<file path="config.mk">
export PLATFORM = sky130hd
export DESIGN_NAME = ap1000_dcm_lock_supervisor
export DESIGN_NICKNAME = d
export VERILOG_FILES = /design/src/rtl/ap1000_dcm_lock_supervisor.sv
export SDC_FILE = /design/constraint.sdc
export NUM_CORES = 1
export LEC_CHECK = 0
export BUFFER_PORTS_ARGS = -buffer_cell sky130_fd_sc_hd__buf_2
export CAP_MARGIN = 20
export CORE_ASPECT_RATIO = 0.5
export CORE_MARGIN = 2
export CORE_UTILIZATION = 35
export CTS_BUF_LIST = sky130_fd_sc_hd__clkbuf_16
export DETAILED_ROUTE_END_ITERATION = 16
export HOLD_SLACK_MARGIN = 0.06
export PLACE_DENSITY_LB_ADDON = 0.15
export SLEW_MARGIN = 20
export SYNTH_ARGS = -nofsm -noshare
export SYNTH_HDL_FRONTEND = slang
export SYNTH_SLANG_ARGS = --single-unit
export TNS_END_PERCENT = 100
</file>
<file path="constraint.sdc">
create_clock -name ref_clk -period 2.1 [get_ports ref_clk]
set_input_delay 0.42 -clock ref_clk [delete_from_list [all_inputs] [get_ports ref_clk]]
set_output_delay 0.42 -clock ref_clk [all_outputs]
set_load 0.03 [all_outputs]
</file>
<file path="src/rtl/ap1000_dcm_lock_supervisor.sv">
// DCM reset/lock supervisor: pulses the DCM reset, waits for LOCKED, confirms
// it is stable, retries on timeout and re-acquires on loss of lock. Clocked by
// the DCM reference clock so it never depends on the clock being supervised.
module ap1000_dcm_lock_supervisor #(
  parameter logic [3:0]  RST_PULSE_CYCLES    = 4'd8,
  parameter logic [15:0] LOCK_TIMEOUT_CYCLES = 16'd50000,
  parameter logic [3:0]  STABLE_CYCLES       = 4'd8,
  parameter logic [3:0]  MAX_RETRIES         = 4'd15,
  parameter int unsigned TIMER_W             = 16
) (
  input  logic       ref_clk,
  input  logic       async_fpga_rst_n,
  input  logic       dcm_locked,
  input  logic       soft_rst_req,
  output logic       dcm_rst,
  output logic       lock_ok,
  output logic       lock_lost_pulse,
  output logic       lock_fail,
  output logic [3:0] retry_count
);

  localparam logic [TIMER_W-1:0] PULSE_LAST   = TIMER_W'(RST_PULSE_CYCLES) - TIMER_W'(1);
  localparam logic [TIMER_W-1:0] TIMEOUT_LAST = TIMER_W'(LOCK_TIMEOUT_CYCLES) - TIMER_W'(1);
  localparam logic [TIMER_W-1:0] STABLE_LAST  = TIMER_W'(STABLE_CYCLES) - TIMER_W'(1);

  typedef enum logic [2:0] {
    ST_RST_PULSE,
    ST_WAIT_LOCK,
    ST_STABLE_CHECK,
    ST_LOCKED,
    ST_FAILED
  } state_e;

  state_e             state_q, state_d;
  logic [TIMER_W-1:0] cnt_q, cnt_d;
  logic [3:0]         retry_q, retry_d;
  logic               locked_meta_q, locked_s_q;
  logic               dcm_rst_q, dcm_rst_d;
  logic               lock_ok_q, lock_ok_d;
  logic               lost_q, lost_d;
  logic               fail_q, fail_d;

  // Two-flop synchroniser for the asynchronous DCM LOCKED signal.
  always_ff @(posedge ref_clk or negedge async_fpga_rst_n) begin
    if (!async_fpga_rst_n) begin
      locked_meta_q <= 1'b0;
      locked_s_q    <= 1'b0;
    end else begin
      locked_meta_q <= dcm_locked;
      locked_s_q    <= locked_meta_q;
    end
  end

  // State, shared phase counter, retry counter and registered outputs.
  always_ff @(posedge ref_clk or negedge async_fpga_rst_n) begin
    if (!async_fpga_rst_n) begin
      state_q   <= ST_RST_PULSE;
      cnt_q     <= '0;
      retry_q   <= '0;
      dcm_rst_q <= 1'b1;
      lock_ok_q <= 1'b0;
      lost_q    <= 1'b0;
      fail_q    <= 1'b0;
    end else begin
      state_q   <= state_d;
      cnt_q     <= cnt_d;
      retry_q   <= retry_d;
      dcm_rst_q <= dcm_rst_d;
      lock_ok_q <= lock_ok_d;
      lost_q    <= lost_d;
      fail_q    <= fail_d;
    end
  end

  // Next-state logic; one counter serves pulse length, lock timeout and
  // stability count, and is cleared on every state entry.
  always_comb begin
    state_d = state_q;
    cnt_d   = cnt_q;
    retry_d = retry_q;
    unique case (state_q)
      ST_RST_PULSE: begin
        if (cnt_q == PULSE_LAST) begin
          state_d = ST_WAIT_LOCK;
          cnt_d   = '0;
        end else begin
          cnt_d = cnt_q + TIMER_W'(1);
        end
      end
      ST_WAIT_LOCK: begin
        if (locked_s_q) begin
          state_d = ST_STABLE_CHECK;
          cnt_d   = '0;
        end else if (cnt_q == TIMEOUT_LAST) begin
          cnt_d = '0;
          if (retry_q >= MAX_RETRIES) begin
            state_d = ST_FAILED;
          end else begin
            state_d = ST_RST_PULSE;
            retry_d = retry_q + 4'd1;
          end
        end else begin
          cnt_d = cnt_q + TIMER_W'(1);
        end
      end
      ST_STABLE_CHECK: begin
        if (!locked_s_q) begin
          state_d = ST_WAIT_LOCK;
          cnt_d   = '0;
        end else if (cnt_q == STABLE_LAST) begin
          state_d = ST_LOCKED;
          cnt_d   = '0;
        end else begin
          cnt_d = cnt_q + TIMER_W'(1);
        end
      end
      ST_LOCKED: begin
        if (!locked_s_q) begin
          state_d = ST_RST_PULSE;
          cnt_d   = '0;
          retry_d = '0;
        end
      end
      ST_FAILED: begin
        state_d = ST_FAILED;
      end
      default: begin
        state_d = ST_RST_PULSE;
        cnt_d   = '0;
      end
    endcase

    // Soft request overrides everything above, including a same-cycle
    // timeout, so it never charges a retry.
    if (soft_rst_req) begin
      state_d = ST_RST_PULSE;
      cnt_d   = '0;
      retry_d = (state_q == ST_LOCKED || state_q == ST_FAILED) ? '0 : retry_q;
    end

    dcm_rst_d = (state_d == ST_RST_PULSE);
    lock_ok_d = (state_d == ST_LOCKED);
    fail_d    = (state_d == ST_FAILED);
    lost_d    = (state_q == ST_LOCKED) && !locked_s_q;
  end

  assign dcm_rst         = dcm_rst_q;
  assign lock_ok         = lock_ok_q;
  assign lock_lost_pulse = lost_q;
  assign lock_fail       = fail_q;
  assign retry_count     = retry_q;

endmodule

</file>
==> flow_metrics.env, run 1 <==
export IMPL_antenna_found_initial=0
export IMPL_synth_flop_cell="dfrtp_1"
export IMPL_n_fill_cell=444
export IMPL_power_mw=1.47
export IMPL_synth_top_area_share_pct=40.7
export IMPL_endpoint="cnt_q[2]"
export IMPL_min_path_type="input port to asynchronous set/reset pin"
export IMPL_startpoint="cnt_q[0]"
export IMPL_regArea_um2=727
export IMPL_async_flop_share_pct=100
export IMPL_fp_dieW_um=103
export IMPL_period_minus_slack_ns=1.95
export IMPL_r2r_start="cnt_q[0]"
export IMPL_vias=1468
export IMPL_slowest_stage="dfrtp_1"
export IMPL_ioPinCount=12
export IMPL_cts_tree="built"
export IMPL_wirelength_um=3980
export IMPL_antennaDiodeCount=0
export IMPL_nets=219
export IMPL_stdcell_area_um2=2080
export IMPL_synth_adder_area_share_pct=1.45
export IMPL_portBuffers=11
export IMPL_antenna_left=0
export IMPL_cts_max_path_buffers=2
export IMPL_track_usage_pct=17.3
export IMPL_ctsHoldBuffers=0
export IMPL_slew_headroom_pct=53.9
export IMPL_grt_pass1_wl_um=7000
export IMPL_synthXorXnorAreaFrac_pct=1.02
export IMPL_clk_latency_ns=0.28
export IMPL_clock_sinks=29
export IMPL_die_y_um=53.6
export IMPL_synthSimpleGateAreaFrac_pct=29.5
export IMPL_critPathBufInv=1
export IMPL_drt_iter0_drc=66
export IMPL_rrSetupSlack_ns=0.15
export IMPL_synth_edf_count=0
export IMPL_row_count=17
export IMPL_cts_root_buf="clkbuf_16"
export IMPL_vdd_drop_max_mv=0.325
export IMPL_required_ns=2.27
export IMPL_wl_per_cell_um=14.2
export IMPL_holdWs_ns=0.189
export IMPL_cp_num_cells=7
export IMPL_grt_max_degree=30
export IMPL_yosysSeqAreaShare_pct=42.2
export IMPL_vias_per_cell=5.24
export IMPL_path_cells="ha_1 -> and4bb_2 -> and4b_2 -> nor3_4 -> o21ai_2 -> buf_4 -> o311ai_1"
export IMPL_synth_area_leaders="dfrtp_1 (41%), nand2_1 (7.4%), o211ai_1 (3.9%)"
export IMPL_fmax_mhz=512
export IMPL_drv_cap=0
export IMPL_synth_compound_area_share_pct=19.4
export IMPL_synthMuxAreaShare_pct=0.581
export IMPL_crit_type="register to register"
export IMPL_ys_warn_count=0
export IMPL_globalplace_congestion=0.790
export IMPL_dp_hpwl_um=2840
export IMPL_fin_util_pct=45.5
export IMPL_max_stage_delay_ns=0.40
export IMPL_synth_seq_cells=29
export IMPL_clock_skew_ns=0.00635
export IMPL_layout_drive_gt1_share_pct=24.8
export IMPL_p_leak_nw=0.921
export IMPL_power_density_nw_per_um2=706
export IMPL_dr_pass1_iters=4
export IMPL_dpl_cell_area_um2=1900
export IMPL_rsz0062_at_grt="true"
export IMPL_status="finished, final reports clean"
export IMPL_path_max_fanout=7
export IMPL_drt_drc_violations_left=0
export IMPL_synth_top_area_cell="dfrtp_1"
export IMPL_core_area_um2=4570
export IMPL_initial_core_util_pct=37.7
export IMPL_h_tree_depth=2
export IMPL_multiInputGateArea_um2=910
export IMPL_synth_area_um2=1720
export IMPL_numCtsBuffers=5
export IMPL_clk_pin_slew_ns=0.05
export IMPL_syn_inst=188
export IMPL_critPathLaunchType="register"
export IMPL_grt_pass1_vias=1422
export IMPL_finalMaxSlewViolations=0
export IMPL_r2r_end="cnt_q[2]"
export IMPL_setup_viol=0
export IMPL_avgSynthCellArea_um2=9.16
export IMPL_critPathArrivalTime_ns=2.12
export IMPL_syn_to_final_growth_pct=20.7
export IMPL_critPathCaptureType="register"
export IMPL_synth_top_family_by_area="simple AND/OR/NAND/NOR gates"
export IMPL_ys_types=54
export IMPL_fin_crit_sh_pct=92.9
export IMPL_hold_violations=0
export IMPL_synth_nets=194
export IMPL_finalSetupTns_ns=0
export IMPL_cts_setup_buffers=0
export IMPL_critPathTopFamily="simple AND/OR/NAND/NOR gates"
export IMPL_dieArea_um2=5530
export IMPL_tightest_slew_ns=0.692
export IMPL_gr_total_overflow=0
export IMPL_r2r_cells=7
placed cells by master, fill, tap and decap left out, drive strengths merged, types with 2 or more instances in the layout:
cell	netlist	layout
a211oi	2	2
o2111ai	6	6
clkbuf	7	5
buf	3	28
o211ai	9	9
inv	4	5
and3	6	6
nor2	12	12
nand2	34	34
o31ai	2	2
nand3	10	10
a21o	2	2
o221ai	3	3
nor2b	3	3
ha	2	2
nor3	6	6
o21ai	8	8
and2	3	3
dfrtp	28	28
nand2b	4	4
nor4	5	5
a21oi	6	6
or2	3	3
stage by stage:
| stage | cells | worst slack [ns] |
|---|---|---|
| global placement | 272 | 0.0404 |
| global route | 280 | -0.0249 |
| finish | 280 | 0.148 |
| floorplan | 188 | 0.204 |
| CTS | 280 | 0.0359 |
| detailed placement | 272 | -0.0245 |
cells by family (layout without fill, tap and decap cells):
kind of cell	after synthesis	in the layout
adder cells (fa/ha/maj)	2	2
multiplexers	1	1
buffers and inverters	14	40
flip-flops	29	29
AO/OA/AOI/OAI	45	45
XOR/XNOR	2	2
AND/OR/NAND/NOR	95	95
worst min-delay path by stage:
stage / to / from
after floorplan: cnt_q[0] / async_fpga_rst_n
after global placement: locked_s_q / locked_meta_q
after detailed placement: locked_s_q / locked_meta_q
after CTS: locked_meta_q / async_fpga_rst_n
after global routing: locked_meta_q / dcm_locked
final: cnt_q[3] / async_fpga_rst_n
Yosys cell counts (2+ instances only):
library cell	number
nor3_1	5
nor2_1	12
a21oi_1	5
and3_1	4
ha_1	2
clkbuf_2	2
nor4_1	5
o221ai_1	3
o211ai_1	9
buf_2	2
and3_2	2
clkbuf_8	4
o31ai_1	2
and2_1	2
nand3_1	10
dfrtp_1	28
inv_1	4
o21ai_0	7
nor2b_1	2
nand2_1	34
o2111ai_1	6
or2_2	2
a21o_1	2
nand2b_1	4
final cells by class:
type | instances | area share [%]
timing repair buffer | 28 | 8.78
clock buffer | 5 | 6.02
multi-input combinational | 145 | 43.7
inverter | 4 | 0.722
clock inverter | 3 | 1.81
sequential | 29 | 35.0
tap | 66 | 3.97
metal layers:
metal | part of all wire (%) | vias up | GRT usage, % | routed length (µm)
li1 | - | 743 | - | -
met1 | 52 | 704 | 23.1 | 2070
met2 | 43 | 16 | 26.1 | 1730
met3 | 3.4 | 5 | 5.32 | 134
met4 | 1.2 | 0 | 7.89 | 49
met5 | 0 | - | 0 | 0
registers in the layout (all words and copies together), names as in the netlist:
name,count
state_q,3
lock_lost_pulse,1
locked_s_q,1
cnt_q,16
lock_fail,1
dcm_rst,1
retry_count,4
lock_ok,1
locked_meta_q,1
repair_timing:
item | 4_1_cts | 5_1_grt
endpoints found under the setup margin | 1 | 14
hold endpoints to repair | 0 | 0
pin swaps | 0 | 0
resized for setup | 1 | 5
power breakdown:
| part | internal [mW] | switching [mW] |
|---|---|---|
| Clock | 0.549 | 0.239 |
| Sequential | 0.574 | 0.0150 |
| Combinational | 0.0297 | 0.0614 |
Power figures use the tool's default switching activity.
==> inputs of run 2 (changes only) <==
--- a/config.mk
+++ b/config.mk
@@ -8,7 +8,6 @@
 export BUFFER_PORTS_ARGS = -buffer_cell sky130_fd_sc_hd__buf_2
 export CAP_MARGIN = 20
 export CORE_ASPECT_RATIO = 0.5
-export CORE_MARGIN = 2
 export CORE_UTILIZATION = 35
 export CTS_BUF_LIST = sky130_fd_sc_hd__clkbuf_16
 export DETAILED_ROUTE_END_ITERATION = 16
==> flow_metrics.env, run 2 (synthesis results as in run 1) <==
export IMPL_portBuffers=11
export IMPL_dieArea_um2=5220
export IMPL_clock_skew_ns=0.00605
export IMPL_place_ws_ns=-0.0222
export IMPL_vias_per_cell=5.26
export IMPL_drt_drc_violations_left=0
export IMPL_clock_sinks=29
export IMPL_dp_hpwl_um=2650
export IMPL_row_count=17
export IMPL_fin_crit_sh_pct=95.9
export IMPL_track_usage_pct=17.3
export IMPL_grt_max_degree=30
export IMPL_numCtsBuffers=5
export IMPL_period_minus_slack_ns=2.01
export IMPL_drt_iter0_drc=62
export IMPL_clk_latency_ns=0.28
export IMPL_critPathArrivalTime_ns=2.18
export IMPL_cts_tree="built"
export IMPL_required_ns=2.27
export IMPL_p_leak_nw=0.908
export IMPL_globalplace_congestion=0.800
export IMPL_antennaDiodeCount=0
export IMPL_grt_pass1_wl_um=6600
export IMPL_fin_util_pct=45.4
export IMPL_r2r_end="retry_count[3]"
export IMPL_min_path_type="input port to asynchronous set/reset pin"
export IMPL_rrSetupSlack_ns=0.09
export IMPL_wl_per_cell_um=13.9
export IMPL_hold_violations=0
export IMPL_r2r_cells=6
export IMPL_pwr_share_comb_pct=6.7
export IMPL_fmax_mhz=497
export IMPL_vias=1463
export IMPL_stdcell_area_um2=2070
export IMPL_die_y_um=51.6
export IMPL_drv_cap=0
export IMPL_ioPinCount=12
export IMPL_critPathCaptureType="register"
export IMPL_multiInputGateArea_um2=918
export IMPL_final_cell_mix="nand2_1 (34), dfrtp_1 (28), buf_4 (13), nor2_1 (12), buf_2 (11)"
export IMPL_nets=217
export IMPL_switching_share_pct=24.1
export IMPL_finalMaxSlewViolations=0
export IMPL_path_max_fanout=5
export IMPL_largest_register_ff_count=16
export IMPL_tightest_slew_ns=0.666
export IMPL_p_int_mw=1.03
export IMPL_clk_pin_slew_ns=0.05
export IMPL_final_cells=278
export IMPL_wirelength_um=3860
export IMPL_antenna_found_initial=0
export IMPL_power_mw=1.36
export IMPL_p_seq_share_pct=43.3
export IMPL_initial_core_util_pct=37.9
export IMPL_switchingPower_mw=0.328
export IMPL_setup_viol=0
export IMPL_slew_headroom_pct=55.6
export IMPL_final_common_cell="nand2_1"
export IMPL_h_tree_depth=2
export IMPL_status="finished, final reports clean"
export IMPL_dpl_cell_area_um2=1890
export IMPL_layout_drive_gt1_share_pct=25.5
export IMPL_rsz0062_at_grt="true"
export IMPL_largest_register="cnt_q"
export IMPL_crit_type="register to register"
export IMPL_cts_max_path_buffers=2
export IMPL_r2r_start="cnt_q[12]"
export IMPL_fp_dieW_um=101
export IMPL_setup_slack_ns=0.0861
export IMPL_critPathLaunchType="register"
export IMPL_power_density_nw_per_um2=659
export IMPL_antenna_left=0
export IMPL_regArea_um2=727
export IMPL_vdd_drop_max_mv=0.318
export IMPL_clockPowerShare_pct=50.0
export IMPL_syn_to_final_growth_pct=19.9
export IMPL_gr_total_overflow=0
export IMPL_dp_cells=269
export IMPL_n_fill_cell=461
export IMPL_grt_pass1_vias=1334
export IMPL_cts_root_buf="clkbuf_16"
export IMPL_dr_pass1_iters=4
export IMPL_core_area_um2=4550
==> run 2: through the flow <==
stage | setup TNS, ns | hold slack [ns]
after floorplan | 0 | 0.124
after global placement | 0 | 0.334
after detailed placement | -0.0222 | 0.346
after CTS | 0 | 0.203
after global routing | -0.0394 | 0.232
final | 0 | 0.175
==> run 2: worst max-delay path, cell delays in order, from the launching register on <==
cell and delay (ns):
dfrtp_1 0.40, or4_4 0.56, buf_4 0.16, nor2b_4 0.15
a211oi_2 0.13, or2_4 0.29, a22o_1 0.22
==> run 2: how the worst max path moves through the flow <==
stage          slack [ns]       from  cells past startpoint              to
2_1_floorplan        0.20  cnt_q[10]                      6        cnt_q[5]
3_3_place_gp         0.02   cnt_q[0]                      6         dcm_rst
3_5_place_dp        -0.02   cnt_q[0]                      6         dcm_rst
4_1_cts              0.02   cnt_q[0]                      6         dcm_rst
5_1_grt             -0.02  cnt_q[12]                      7       cnt_q[15]
6_report             0.09  cnt_q[12]                      6  retry_count[3]
==> run 2: power by group through the flow <==
stage	Clock, mW	Combinational, mW	Sequential [mW]
floorplan	0	0.0480	0.606
CTS	0.695	0.0882	0.589
global route	0.719	0.101	0.592
finish	0.681	0.0910	0.590
detailed placement	0	0.0873	0.599
global placement	0	0.0877	0.598
==> run 2: final cells by class <==
class                           count  share of cell area [%]
Clock inverter                      3                   0.666
Sequential cell                    29                    35.2
Tap cell                           66                    4.00
Timing Repair Buffer               26                    8.90
Clock buffer                        5                    6.06
Inverter                            4                   0.727
Multi-Input combinational cell    145                    44.5
==> run 2: routing by layer <==
metal,track usage (%),vias up,part of all wire [%]
li1,-,739,-
met4,8.70,0,2.1
met3,4.44,8,4.9
met2,24.8,35,42
met5,0,-,0
met1,24.1,681,51
==> run 2: timing repair <==
action                                  4_1_cts  5_1_grt
buffers inserted                              0        2
hold buffers                                  0        0
pin swaps                                     0        4
resized for setup                             1        7
gates cloned                                  0        0
endpoints found under the setup margin        1        4
==> inputs of run 3 (changes only) <==
--- a/config.mk
+++ b/config.mk
@@ -10,9 +10,9 @@
 export CORE_ASPECT_RATIO = 0.5
 export CORE_UTILIZATION = 35
 export CTS_BUF_LIST = sky130_fd_sc_hd__clkbuf_16
+export CTS_CLUSTER_DIAMETER = 200
 export DETAILED_ROUTE_END_ITERATION = 16
 export HOLD_SLACK_MARGIN = 0.06
-export PLACE_DENSITY_LB_ADDON = 0.15
 export SLEW_MARGIN = 20
 export SYNTH_ARGS = -nofsm -noshare
 export SYNTH_HDL_FRONTEND = slang
==> flow_metrics.env, run 3 (synthesis results as in run 1) <==
export IMPL_period_minus_slack_ns=1.96
export IMPL_ctsHoldBuffers=0
export IMPL_vias_per_cell=5.26
export IMPL_finalSetupTns_ns=0
export IMPL_clock_sinks=29
export IMPL_rsz0062_at_grt="false"
export IMPL_hold_violations=0
export IMPL_clk_pin_slew_ns=0.05
export IMPL_required_ns=2.25
export IMPL_vdd_drop_max_mv=0.294
export IMPL_cts_tree="built"
export IMPL_portBuffers=11
export IMPL_regArea_um2=727
export IMPL_slew_headroom_pct=56.1
export IMPL_drt_iter0_drc=69
export IMPL_power_density_nw_per_um2=662
export IMPL_antennaDiodeCount=0
export IMPL_gr_total_overflow=0
export IMPL_syn_to_final_growth_pct=17.4
export IMPL_dp_hpwl_um=2530
export IMPL_path_max_fanout=12
export IMPL_grt_max_degree=30
export IMPL_critPathArrivalTime_ns=2.11
export IMPL_n_fill_cell=456
export IMPL_setup_viol=0
export IMPL_track_usage_pct=16.1
export IMPL_crit_type="register to register"
export IMPL_row_count=17
export IMPL_fin_util_pct=44.4
export IMPL_status="finished, final reports clean"
export IMPL_finalMaxSlewViolations=0
export IMPL_min_path_type="input port to asynchronous set/reset pin"
export IMPL_antenna_found_initial=0
export IMPL_r2r_cells=6
export IMPL_dr_pass1_iters=4
export IMPL_nets=214
export IMPL_fp_dieW_um=101
export IMPL_cts_max_path_buffers=2
export IMPL_dieArea_um2=5220
export IMPL_final_cell_mix="nand2_1 (34), dfrtp_1 (28), nor2_1 (12), buf_2 (11), buf_4 (11)"
export IMPL_initial_core_util_pct=37.9
export IMPL_layout_drive_gt1_share_pct=22.5
export IMPL_drt_drc_violations_left=0
export IMPL_clk_latency_ns=0.27
export IMPL_p_leak_nw=0.891
export IMPL_critPathCaptureType="register"
export IMPL_clock_skew_ns=0.00728
export IMPL_cts_root_buf="clkbuf_16"
export IMPL_multiInputGateArea_um2=901
export IMPL_critPathLaunchType="register"
export IMPL_antenna_left=0
export IMPL_globalplace_congestion=0.796
export IMPL_core_area_um2=4550
export IMPL_h_tree_depth=2
export IMPL_wl_per_cell_um=13.3
export IMPL_largest_register="cnt_q"
export IMPL_grt_pass1_wl_um=6310
export IMPL_die_y_um=51.6
export IMPL_vias=1446
export IMPL_final_common_cell="nand2_1"
export IMPL_wirelength_um=3670
export IMPL_ioPinCount=12
export IMPL_tightest_slew_ns=0.658
export IMPL_numCtsBuffers=5
export IMPL_largest_register_ff_count=16
export IMPL_drv_cap=0
export IMPL_grt_pass1_vias=1315
export IMPL_fmax_mhz=509
export IMPL_fin_crit_sh_pct=93.5
==> run 3: cell count changes in the layout (fill, tap and decap cells not counted) <==
cell | before | now
ha_1 | 1 | 2
ha_2 | 1 | 0
o2111ai_2 | 2 | 0
buf_6 | 1 | 0
or2_1 | 0 | 1
or2_4 | 1 | 0
buf_4 | 13 | 11
o2111ai_1 | 4 | 6
==> run 3: critical path, cell delays in order (launching register included) <==
cell and delay (ns):
dfrtp_1 0.38, or4_4 0.56, and4b_2 0.34, nor3_4 0.05, buf_4 0.18, o2111ai_1 0.21, o211ai_1 0.11
==> run 3: power by group <==
part / internal, mW / switching (mW)
Clock: 0.428 / 0.234
Sequential: 0.575 / 0.0151
Combinational: 0.0273 / 0.0593
Total: 1.03 / 0.308
==> run 3: through the flow <==
stage                     hold slack (ns)  instance area [µm²]  worst slack, ns  total power, mW  std cells
after detailed placement            0.345                 1880            0.101            0.684        267
after global placement              0.336                 1880            0.158            0.682        267
after global routing                0.236                 2020          0.00964             1.39        275
after floorplan                     0.124                 1720            0.204            0.654        188
after CTS                           0.197                 2020           0.0722             1.36        275
final                               0.178                 2020            0.137             1.34        275
==> run 3: final cells by class <==
class | instances | area share (%)
Multi-Input combinational cell | 145 | 44.6
Sequential cell | 29 | 36.0
Timing Repair Buffer | 23 | 7.80
Clock buffer | 5 | 6.19
Tap cell | 66 | 4.08
Inverter | 4 | 0.743
Clock inverter | 3 | 0.681
==> run 3: worst paths after layout <==
path / slack, ns / endpoint / start
setup reg to reg: 0.14 / cnt_q[5] / cnt_q[10]
hold reg to reg: 0.35 / locked_s_q / locked_meta_q
setup / recovery: 0.14 / cnt_q[5] / cnt_q[10]
min in group ref_clk: 0.25 / locked_meta_q / dcm_locked
max in group asynchronous: 1.49 / retry_count[1] / async_fpga_rst_n
hold / removal: 0.18 / cnt_q[8] / async_fpga_rst_n
==> run 3: metal layers <==
| metal | wire length, µm | share of wire [%] | global-route usage (%) | up-vias |
|---|---|---|---|---|
| li1 | - | - | - | 730 |
| met1 | 1880 | 51 | 21.6 | 682 |
| met2 | 1610 | 44 | 25.1 | 31 |
| met3 | 143 | 3.9 | 3.63 | 3 |
| met4 | 37 | 1.0 | 7.25 | 0 |
| met5 | 0 | 0 | 0 | - |
==> run 3: repair_timing <==
| item | 4_1_cts | 5_1_grt |
|---|---|---|
| buffers inserted | 0 | 0 |
| gates resized for setup | 0 | 3 |
| endpoints found under the setup margin | 0 | 2 |
| hold endpoints to repair | 0 | 0 |
